<file path="src/rtl/ncl_muxn_sync_if.sv">
// ncl_muxn_sync_if: dual-rail select/data bus and handshake for ncl_muxn_sync.
//   sel_t/sel_f  SW     dual-rail channel select       (master -> slave)
//   din_t/din_f  CH*W   dual-rail channel data         (master -> slave)
//   ki           1      downstream acknowledge         (master -> slave)
//   ko           1      upstream acknowledge           (slave -> master)
//   out_t/out_f  W      registered dual-rail output    (slave -> master)
//   err          1      sticky illegal-encoding flag   (slave -> master)
//   cnt          CW     delivered DATA wavefront count (slave -> master)
interface ncl_muxn_sync_if #(
   parameter int unsigned CH = 4,
   parameter int unsigned W  = 1,
   parameter int unsigned CW = 16
);
   localparam int unsigned SW = $clog2(CH);

   logic [SW-1:0]   sel_t;
   logic [SW-1:0]   sel_f;
   logic [CH*W-1:0] din_t;
   logic [CH*W-1:0] din_f;
   logic            ki;
   logic            ko;
   logic [W-1:0]    out_t;
   logic [W-1:0]    out_f;
   logic            err;
   logic [CW-1:0]   cnt;

   modport master (
      output sel_t, sel_f, din_t, din_f, ki,
      input  ko, out_t, out_f, err, cnt
   );

   modport slave (
      input  sel_t, sel_f, din_t, din_f, ki,
      output ko, out_t, out_f, err, cnt
   );
endinterface

</file>
<file path="src/rtl/ncl_muxn_sync.sv">
// ncl_muxn_sync: synchronous model of an NCL N-way dual-rail multiplexer.
// All select and data rails are synchronised, classified as a wavefront
// (DATA / NULL / partial / ILLEGAL) and handed through a 2-state handshake.
//   clk     single clock, rising edge
//   rst     asynchronous active-high reset
//   bus_if  ncl_muxn_sync_if.slave: sel/din dual-rail inputs, ki in,
//           ko / out_t / out_f / err / cnt registered outputs
module ncl_muxn_sync #(
   parameter int unsigned CH          = 4,
   parameter int unsigned W           = 1,
   parameter int unsigned SYNC_STAGES = 2,
   parameter int unsigned CW          = 16
) (
   input  logic               clk,
   input  logic               rst,
   ncl_muxn_sync_if.slave     bus_if
);
   localparam int unsigned SW = $clog2(CH);
   localparam int unsigned DW = CH * W;
   localparam int unsigned NR = SW + DW;

   localparam logic [0:0] S_NULL = 1'b0;
   localparam logic [0:0] S_DATA = 1'b1;

   logic [NR-1:0] raw_t;
   logic [NR-1:0] raw_f;
   logic [NR-1:0] rail_t;
   logic [NR-1:0] rail_f;

   assign raw_t = {bus_if.sel_t, bus_if.din_t};
   assign raw_f = {bus_if.sel_f, bus_if.din_f};

   // Synchroniser chain over every rail; depth 0 evaluates the pins directly
   generate
      if (SYNC_STAGES == 0) begin : g_nosync
         assign rail_t = raw_t;
         assign rail_f = raw_f;
      end else begin : g_sync
         logic [NR-1:0] t_q [SYNC_STAGES];
         logic [NR-1:0] f_q [SYNC_STAGES];

         always_ff @(posedge clk or posedge rst) begin
            if (rst) begin
               for (int i = 0; i < int'(SYNC_STAGES); i++) begin
                  t_q[i] <= '0;
                  f_q[i] <= '0;
               end
            end else begin
               t_q[0] <= raw_t;
               f_q[0] <= raw_f;
               for (int i = 1; i < int'(SYNC_STAGES); i++) begin
                  t_q[i] <= t_q[i-1];
                  f_q[i] <= f_q[i-1];
               end
            end
         end

         assign rail_t = t_q[SYNC_STAGES-1];
         assign rail_f = f_q[SYNC_STAGES-1];
      end
   endgenerate

   // Wavefront classification over the synchronised rails
   logic          data_cmp_c;
   logic          null_cmp_c;
   logic          illegal_c;
   logic [SW-1:0] sel_c;
   logic [DW-1:0] dt_c;
   logic [DW-1:0] df_c;
   logic [W-1:0]  pick_t_c;
   logic [W-1:0]  pick_f_c;

   assign data_cmp_c = &(rail_t ^ rail_f);
   assign null_cmp_c = ~|(rail_t | rail_f);
   assign illegal_c  = |(rail_t & rail_f);
   assign sel_c      = rail_t[NR-1 -: SW];
   assign dt_c       = rail_t[DW-1:0];
   assign df_c       = rail_f[DW-1:0];
   assign pick_t_c   = dt_c[int'(sel_c) * int'(W) +: W];
   assign pick_f_c   = df_c[int'(sel_c) * int'(W) +: W];

   logic [0:0]    state_q, state_d;
   logic [W-1:0]  out_t_q, out_t_d;
   logic [W-1:0]  out_f_q, out_f_d;
   logic          ko_q, ko_d;
   logic          err_q, err_d;
   logic [CW-1:0] cnt_q, cnt_d;

   // State and output registers
   always_ff @(posedge clk or posedge rst) begin
      if (rst) begin
         state_q <= S_NULL;
         out_t_q <= '0;
         out_f_q <= '0;
         ko_q    <= 1'b1;
         err_q   <= 1'b0;
         cnt_q   <= '0;
      end else begin
         state_q <= state_d;
         out_t_q <= out_t_d;
         out_f_q <= out_f_d;
         ko_q    <= ko_d;
         err_q   <= err_d;
         cnt_q   <= cnt_d;
      end
   end

   // Next state: an illegal pair wins over any transition and freezes everything
   always_comb begin
      state_d = state_q;
      out_t_d = out_t_q;
      out_f_d = out_f_q;
      ko_d    = ko_q;
      err_d   = err_q;
      cnt_d   = cnt_q;
      if (!err_q) begin
         if (illegal_c) begin
            err_d = 1'b1;
         end else begin
            case (state_q)
               S_NULL: begin
                  if (data_cmp_c && bus_if.ki) begin
                     state_d = S_DATA;
                     out_t_d = pick_t_c;
                     out_f_d = pick_f_c;
                     ko_d    = 1'b0;
                     cnt_d   = cnt_q + CW'(1);
                  end
               end
               S_DATA: begin
                  if (null_cmp_c && !bus_if.ki) begin
                     state_d = S_NULL;
                     out_t_d = '0;
                     out_f_d = '0;
                     ko_d    = 1'b1;
                  end
               end
               default: state_d = S_NULL;
            endcase
         end
      end
   end

   assign bus_if.out_t = out_t_q;
   assign bus_if.out_f = out_f_q;
   assign bus_if.ko    = ko_q;
   assign bus_if.err   = err_q;
   assign bus_if.cnt   = cnt_q;
endmodule

</file>
<file path="src/flat_wrapper.sv">
// flat-port wrapper written by rule: the top's interface ports become plain ports
module ncl_muxn_sync_flat 
#(
   parameter int unsigned CH          = 4,
   parameter int unsigned W           = 1,
   parameter int unsigned SYNC_STAGES = 2,
   parameter int unsigned CW          = 16
)
  (clk, rst, bus_if_sel_t, bus_if_sel_f, bus_if_din_t, bus_if_din_f, bus_if_ki, bus_if_ko, bus_if_out_t, bus_if_out_f, bus_if_err, bus_if_cnt);
  ncl_muxn_sync_if #(.CH(CH), .W(W), .CW(CW)) bus_if_i ();
  input  logic clk;
  input  logic rst;
  input wire logic [$bits(bus_if_i.sel_t)-1:0] bus_if_sel_t;
  input wire logic [$bits(bus_if_i.sel_f)-1:0] bus_if_sel_f;
  input wire logic [$bits(bus_if_i.din_t)-1:0] bus_if_din_t;
  input wire logic [$bits(bus_if_i.din_f)-1:0] bus_if_din_f;
  input wire logic [$bits(bus_if_i.ki)-1:0] bus_if_ki;
  output wire logic [$bits(bus_if_i.ko)-1:0] bus_if_ko;
  output wire logic [$bits(bus_if_i.out_t)-1:0] bus_if_out_t;
  output wire logic [$bits(bus_if_i.out_f)-1:0] bus_if_out_f;
  output wire logic [$bits(bus_if_i.err)-1:0] bus_if_err;
  output wire logic [$bits(bus_if_i.cnt)-1:0] bus_if_cnt;
  assign bus_if_i.sel_t = bus_if_sel_t;
  assign bus_if_i.sel_f = bus_if_sel_f;
  assign bus_if_i.din_t = bus_if_din_t;
  assign bus_if_i.din_f = bus_if_din_f;
  assign bus_if_i.ki = bus_if_ki;
  assign bus_if_ko = bus_if_i.ko;
  assign bus_if_out_t = bus_if_i.out_t;
  assign bus_if_out_f = bus_if_i.out_f;
  assign bus_if_err = bus_if_i.err;
  assign bus_if_cnt = bus_if_i.cnt;
  ncl_muxn_sync #(.CH(CH), .W(W), .SYNC_STAGES(SYNC_STAGES), .CW(CW)) u_core (.clk(clk), .rst(rst), .bus_if(bus_if_i));
endmodule
</file>
<file path="config.mk">
export PLATFORM = sky130hd
export DESIGN_NAME = ncl_muxn_sync_flat
export DESIGN_NICKNAME = d
export VERILOG_FILES = /design/src/rtl/ncl_muxn_sync_if.sv /design/src/rtl/ncl_muxn_sync.sv /design/src/flat_wrapper.sv
export SDC_FILE = /design/constraint.sdc
export NUM_CORES = 1
export LEC_CHECK = 0
export BUFFER_PORTS_ARGS = -buffer_cell sky130_fd_sc_hd__buf_4
export CORE_MARGIN = 2
export CORE_UTILIZATION = 40
export DETAILED_ROUTE_END_ITERATION = 10
export GPL_TIMING_DRIVEN = 0
export PLACE_DENSITY = 0.65
export SLEW_MARGIN = 20
export SYNTH_ARGS = -nofsm -noshare
export SYNTH_HDL_FRONTEND = slang
export SYNTH_SLANG_ARGS = --single-unit
</file>
<file path="constraint.sdc">
create_clock -name clk -period 2.2 [get_ports clk]
set_input_delay 0.11 -clock clk [delete_from_list [all_inputs] [get_ports clk]]
set_output_delay 0.11 -clock clk [all_outputs]
set_load 0.02 [all_outputs]
</file>
After elaboration in Yosys (flattened, before gate mapping)
Index checks and enable logic that the tools add are counted.

cells by class
  add/sub/neg operators = 1
  multiply operators = 0
  divide/modulo/power cells = 0
  magnitude comparators = 0
  eq/ne operators = 2
  shift-type cells = 2
  muxes and demuxes = 13
  bitwise logic cells = 6
  reduce and logical (&&, ||, !) cells = 10

operators with widths
  cell                                                   count
  adder 16 x 1 -> 16 bit, second input constant          1
  OR reduction 6 bit                                     2
  2-to-1 mux 1 bit                                       9
  case mux 1 bit (2 select lines)                        4
  AND reduction 4 bit                                    2
  indexed part select 4 x 3 -> 1 bit                     2
  bitwise AND 6 bit                                      1
  OR 6 bit                                               1
  AND reduction 6 bit                                    1
  bitwise XOR 6 bit                                      1
  inverter 1 bit                                         3
  logical AND 1 bit                                      2
  zero test 1 bit                                        2
  inequality test 2 x 1 -> 1 bit, second input constant  1
  inequality test 2 bit, second input constant           1
  AND reduction 2 bit                                    1

storage, ports and cells
  bits in registers = 45
  latch bits = 0
  memory bits (writable) = 0
  memory bits (read-only) = 0
  bits of input ports = 15
  output and inout bits = 20
  word-level logic and storage cells = 44
  memories kept = 0

Depth between registers and ports, before layout
  word-level depth = 6
  gate-level depth with buffers = 7
  gate-level depth less buffers = 6

Worst setup path after synthesis
Ideal clock, no wire load.

  kind = register to register
  start point = reg u_core.g_sync.t_q (netlist bit u_core.rail_t[5])
  end point = reg u_core.cnt_q[15] (netlist: u_core.bus_if.cnt[15])
  setup time = 79 ps
  data arrival time = 1,668 ps
  data required time = 2,121 ps
  slack = 453 ps
  stages on the path, launching flop included = 7
  buffers on the path = 1
  clock period less this slack = 1,747 ps
  path through = dfrtp_1 -> ha_1 -> nor4_4 -> nand4_2 -> buf_6 -> nor4_4 -> xor2_1

on the way
  word-level cells in the longest chain between the ends = 4
  elaborated cells on any way between the ends = 7
  those cells by class = bitwise: 3; reduce/logical: 4

ends and longest elaborated chain
  element                                                    RTL line                                  RTL
  start, declared                                            ncl_muxn_sync.sv:39                       logic [NR-1:0] t_q [SYNC_STAGES];
  start signal, assigned by index                            ncl_muxn_sync.sv:52                       t_q[i] <= t_q[i-1];
  bitwise XOR 6 bit or bitwise AND 6 bit (tied branches)     ncl_muxn_sync.sv:73, ncl_muxn_sync.sv:75
  AND reduction 6 bit or OR reduction 6 bit (tied branches)  ncl_muxn_sync.sv:73, ncl_muxn_sync.sv:75
  logical AND 1 bit or inverter 1 bit (tied branches)        n/a
  AND reduction 4 bit (no line) (*)                          n/a
  end signal, assigned                                       ncl_muxn_sync.sv:104                      cnt_q <= cnt_d;
  end, declared                                              ncl_muxn_sync.sv:87                       logic [CW-1:0] cnt_q, cnt_d;

Every way passes the cells marked *; elsewhere a longest branch is shown, timed or not.
A chain may end at the register's enable or synchronous reset.

Final worst setup path
  start point = reg u_core.g_sync.f_q (netlist bit u_core.rail_f[2])
  end point = reg u_core.cnt_q[15] (netlist: u_core.bus_if.cnt[15])

on the way
  word-level cells in the longest chain between the ends = 4
  elaborated cells on any way between the ends = 7
  those cells by class = bitwise: 3; reduce/logical: 4

ends and longest elaborated chain
  element                                                    RTL line                                  RTL
  start, declared                                            ncl_muxn_sync.sv:40                       logic [NR-1:0] f_q [SYNC_STAGES];
  start signal, assigned by index                            ncl_muxn_sync.sv:53                       f_q[i] <= f_q[i-1];
  bitwise XOR 6 bit or bitwise AND 6 bit (tied branches)     ncl_muxn_sync.sv:73, ncl_muxn_sync.sv:75
  AND reduction 6 bit or OR reduction 6 bit (tied branches)  ncl_muxn_sync.sv:73, ncl_muxn_sync.sv:75
  logical AND 1 bit or inverter 1 bit (tied branches)        n/a
  AND reduction 4 bit (no line) (*)                          n/a

Marks and branches as above.

==> qor.yml <==
fin_cells: 250
vias: 1198
coreArea_um2: 4410
synth-seq-cells: 45
via_per_inst: 4.79
post-route-period-util_pct: 91.7
final-setup-viol-count: 0
antenna_cells: 0
p_leak_nw: 1.27
drcViolationCount: 0
clk_pin_slew_worst_paths_ns: 0.08
drive_above_1_share_pct: 26.8
power.share.sequential_pct: 54.6
place_congestion: 0.802
htree_levels: 2
slew-limit-headroom_pct: 62.7
swShare_pct: 21.4
wl_per_cell_um: 13.8
synthAdderAreaFrac_pct: 8.74
cts-root-buf: "clkbuf_8"
rsz0062_at_grt: "no"
synthMuxAreaShare_pct: 2.42
cts-resized-gates: 0
grt_pass1_wl_um: 5950
critPathKind: "reg2reg"
clk_path_buf_depth: 2
power.switching_mw: 0.338
place_inst: 229
cts_tree: "built"
grt_overflow_total: 0
crit_path_max_fanout: 10
hp-class: "in2reg"
dp_slack_ns: 0.162
power_density_nw_per_um2: 644
cp-end-kind: "flip-flop"
die_x_um: 72.2
yosys.area_share.simple_pct: 15.5
nets: 225
ys_warn_count: 0
rr_worst_depth: 6
antenna_found_initial: 0
numCtsBuffers: 5
synth_xor_area_share_pct: 7.06
drtPass1Iterations: 4
worst_slew_pin_slew_ns: 0.558
mostFrequentLayoutCell: "dfrtp_1"
finalPower_mw: 1.58
fmax_ghz: 0.496
fin_setup_tns_ns: 0
die_h_um: 72.2
initial_core_util_pct: 42.2
synth_area_um2: 1860
synth_cell_types: 27
dpl.hpwl_um: 2600
holdPathStages: 4
status: "finished, final reports clean"
layout_common_cells: "dfrtp_1 (44), buf_4 (34), inv_1 (13), ha_1 (13), dlygate4sd3_1 (13)"
fp-row-count: 24
cap_viol_max_count: 0
drtIter0Drc: 62
cp.required_ns: 2.42
syn-num-nets: 170
syn_inst: 142
peakVddDrop_v: 0.000503
grt_max_degree: 26
p_int_mw: 1.24
multi_input_area_um2: 666
first_global_vias: 1270
hold_viol_final: 0
area_growth_pct: 31.9
grt_usage_pct: 15.3
power_frac_comb_pct: 5.9
start_kind: "flip-flop"
cts_sinks: 45
fin_crit_ns: 2.02
fillerInstances: 381
dieArea_um2: 5220
syn_avg_cell_area_um2: 13.1
final_max_slew_viol_count: 0
io_pins: 35
io_buffers: 34
regArea_um2: 1130
synth-compound-area-share_pct: 2.08
worst_slack_ns: 0.183
cp.arrival_ns: 2.24
yosysSeqAreaShare_pct: 60.6
fin_skew_ns: 0.00260
clock_latency_ns: 0.29
ant_nets: 0
clkPwrFrac_pct: 39.5
synth_top_family_by_area: "simple AND/OR/NAND/NOR gates"
routed_wl_um: 3450
==> layer usage <==
metal / track usage, % / share of wire [%] / vias up
li1: - / - / 595
met1: 19.1 / 44 / 572
met2: 24.1 / 50 / 26
met3: 4.31 / 3.7 / 5
met4: 7.97 / 2.0 / 0
met5: 0 / 0 / -
==> cells by family after synthesis <==
| logic type | count (synthesis) |
|---|---|
| AO/OA/AOI/OAI | 5 |
| XOR/XNOR | 15 |
| adder cells (fa/ha/maj) | 13 |
| buffers and inverters | 16 |
| flip-flops | 45 |
| multiplexers | 2 |
| AND/OR/NAND/NOR | 46 |
==> synth_stat cells (all sizes together) <==
cell type	instances	area share (%)
a21oi	1	0.27
nand2	12	2.4
nor4	5	3.3
xnor2	4	1.9
nor4b	1	0.47
and4b	2	1.1
dfrtp	44	59
buf	2	0.87
a22o	3	1.4
nand4b	1	0.47
mux4	2	2.4
ha	13	8.7
dfstp	1	1.4
and4	3	1.5
inv	14	2.8
nor3	5	1.3
nand3	7	1.9
xor2	11	5.2
a21o	1	0.40
and2	1	0.34
nand4	3	1.3
nor2	5	1.0
and3	1	0.34
==> metrics by stage <==
stage | hold WS, ns | utilization [%] | area, µm²
6_report | 0.248 | 55.6 | 2450
5_1_grt | 0.270 | 55.6 | 2450
4_1_cts | 0.236 | 55.6 | 2450
3_5_place_dp | 0.204 | 50.1 | 2210
3_3_place_gp | 0.219 | 49.4 | 2180
2_1_floorplan | 0.141 | - | 1860
==> power groups by stage <==
stage / Sequential (mW) / Clock (mW) / Combinational [mW]
after floorplan: 0.875 / 0 / 0.0388
after global placement: 0.878 / 0 / 0.0655
after detailed placement: 0.880 / 0 / 0.0756
after CTS: 0.864 / 0.642 / 0.0942
after global routing: 0.866 / 0.672 / 0.104
final: 0.863 / 0.625 / 0.0928
==> sequential cells by signal (all words and copies together) (netlist names) <==
register             count
u_core.bus_if.err        1
u_core.g_sync.t_q        6
u_core.bus_if.cnt       16
u_core.bus_if.ko         1
u_core.g_sync.f_q        6
u_core.bus_if.out_t      1
u_core.bus_if.out_f      1
u_core.rail_t            6
u_core.state_q           1
u_core.rail_f            6
==> timing repair <==
| item | in CTS | in global routing |
|---|---|---|
| hold endpoints to repair | 36 | 0 |
| hold buffers | 13 | 0 |
| setup buffers | 0 | 0 |
==> path summary, 6_finish.rpt <==
check / from / endpoint / slack (ns)
max: u_core.rail_f[2] / u_core.bus_if.cnt[15] / 0.18
min: bus_if_ki / u_core.bus_if.ko / 0.25
max reg2reg: u_core.rail_f[2] / u_core.bus_if.cnt[15] / 0.18
min reg2reg: u_core.g_sync.t_q[10] / u_core.rail_t[4] / 0.35
max in group asynchronous: rst / u_core.bus_if.ko / 1.21
min in group asynchronous: rst / u_core.bus_if.cnt[0] / 0.42
==> critical path, cell delays in order (launching register included) <==
cell and delay [ns]:
dfrtp_1 0.43, ha_1 0.25, nor4_4 0.37, nand4_2 0.22, buf_6 0.21, nor4_4 0.27, xor2_1 0.18
==> area by class of cell <==
cell class / instances / area share [%]
inverter: 14 / 2.14
sequential: 45 / 45.9
buffer: 2 / 0.663
clock inverter: 3 / 1.89
timing repair buffer: 48 / 16.8
clock buffer: 5 / 2.80
multi-input combinational: 81 / 27.1
tap: 52 / 2.65
Power figures use the tool's default switching activity.
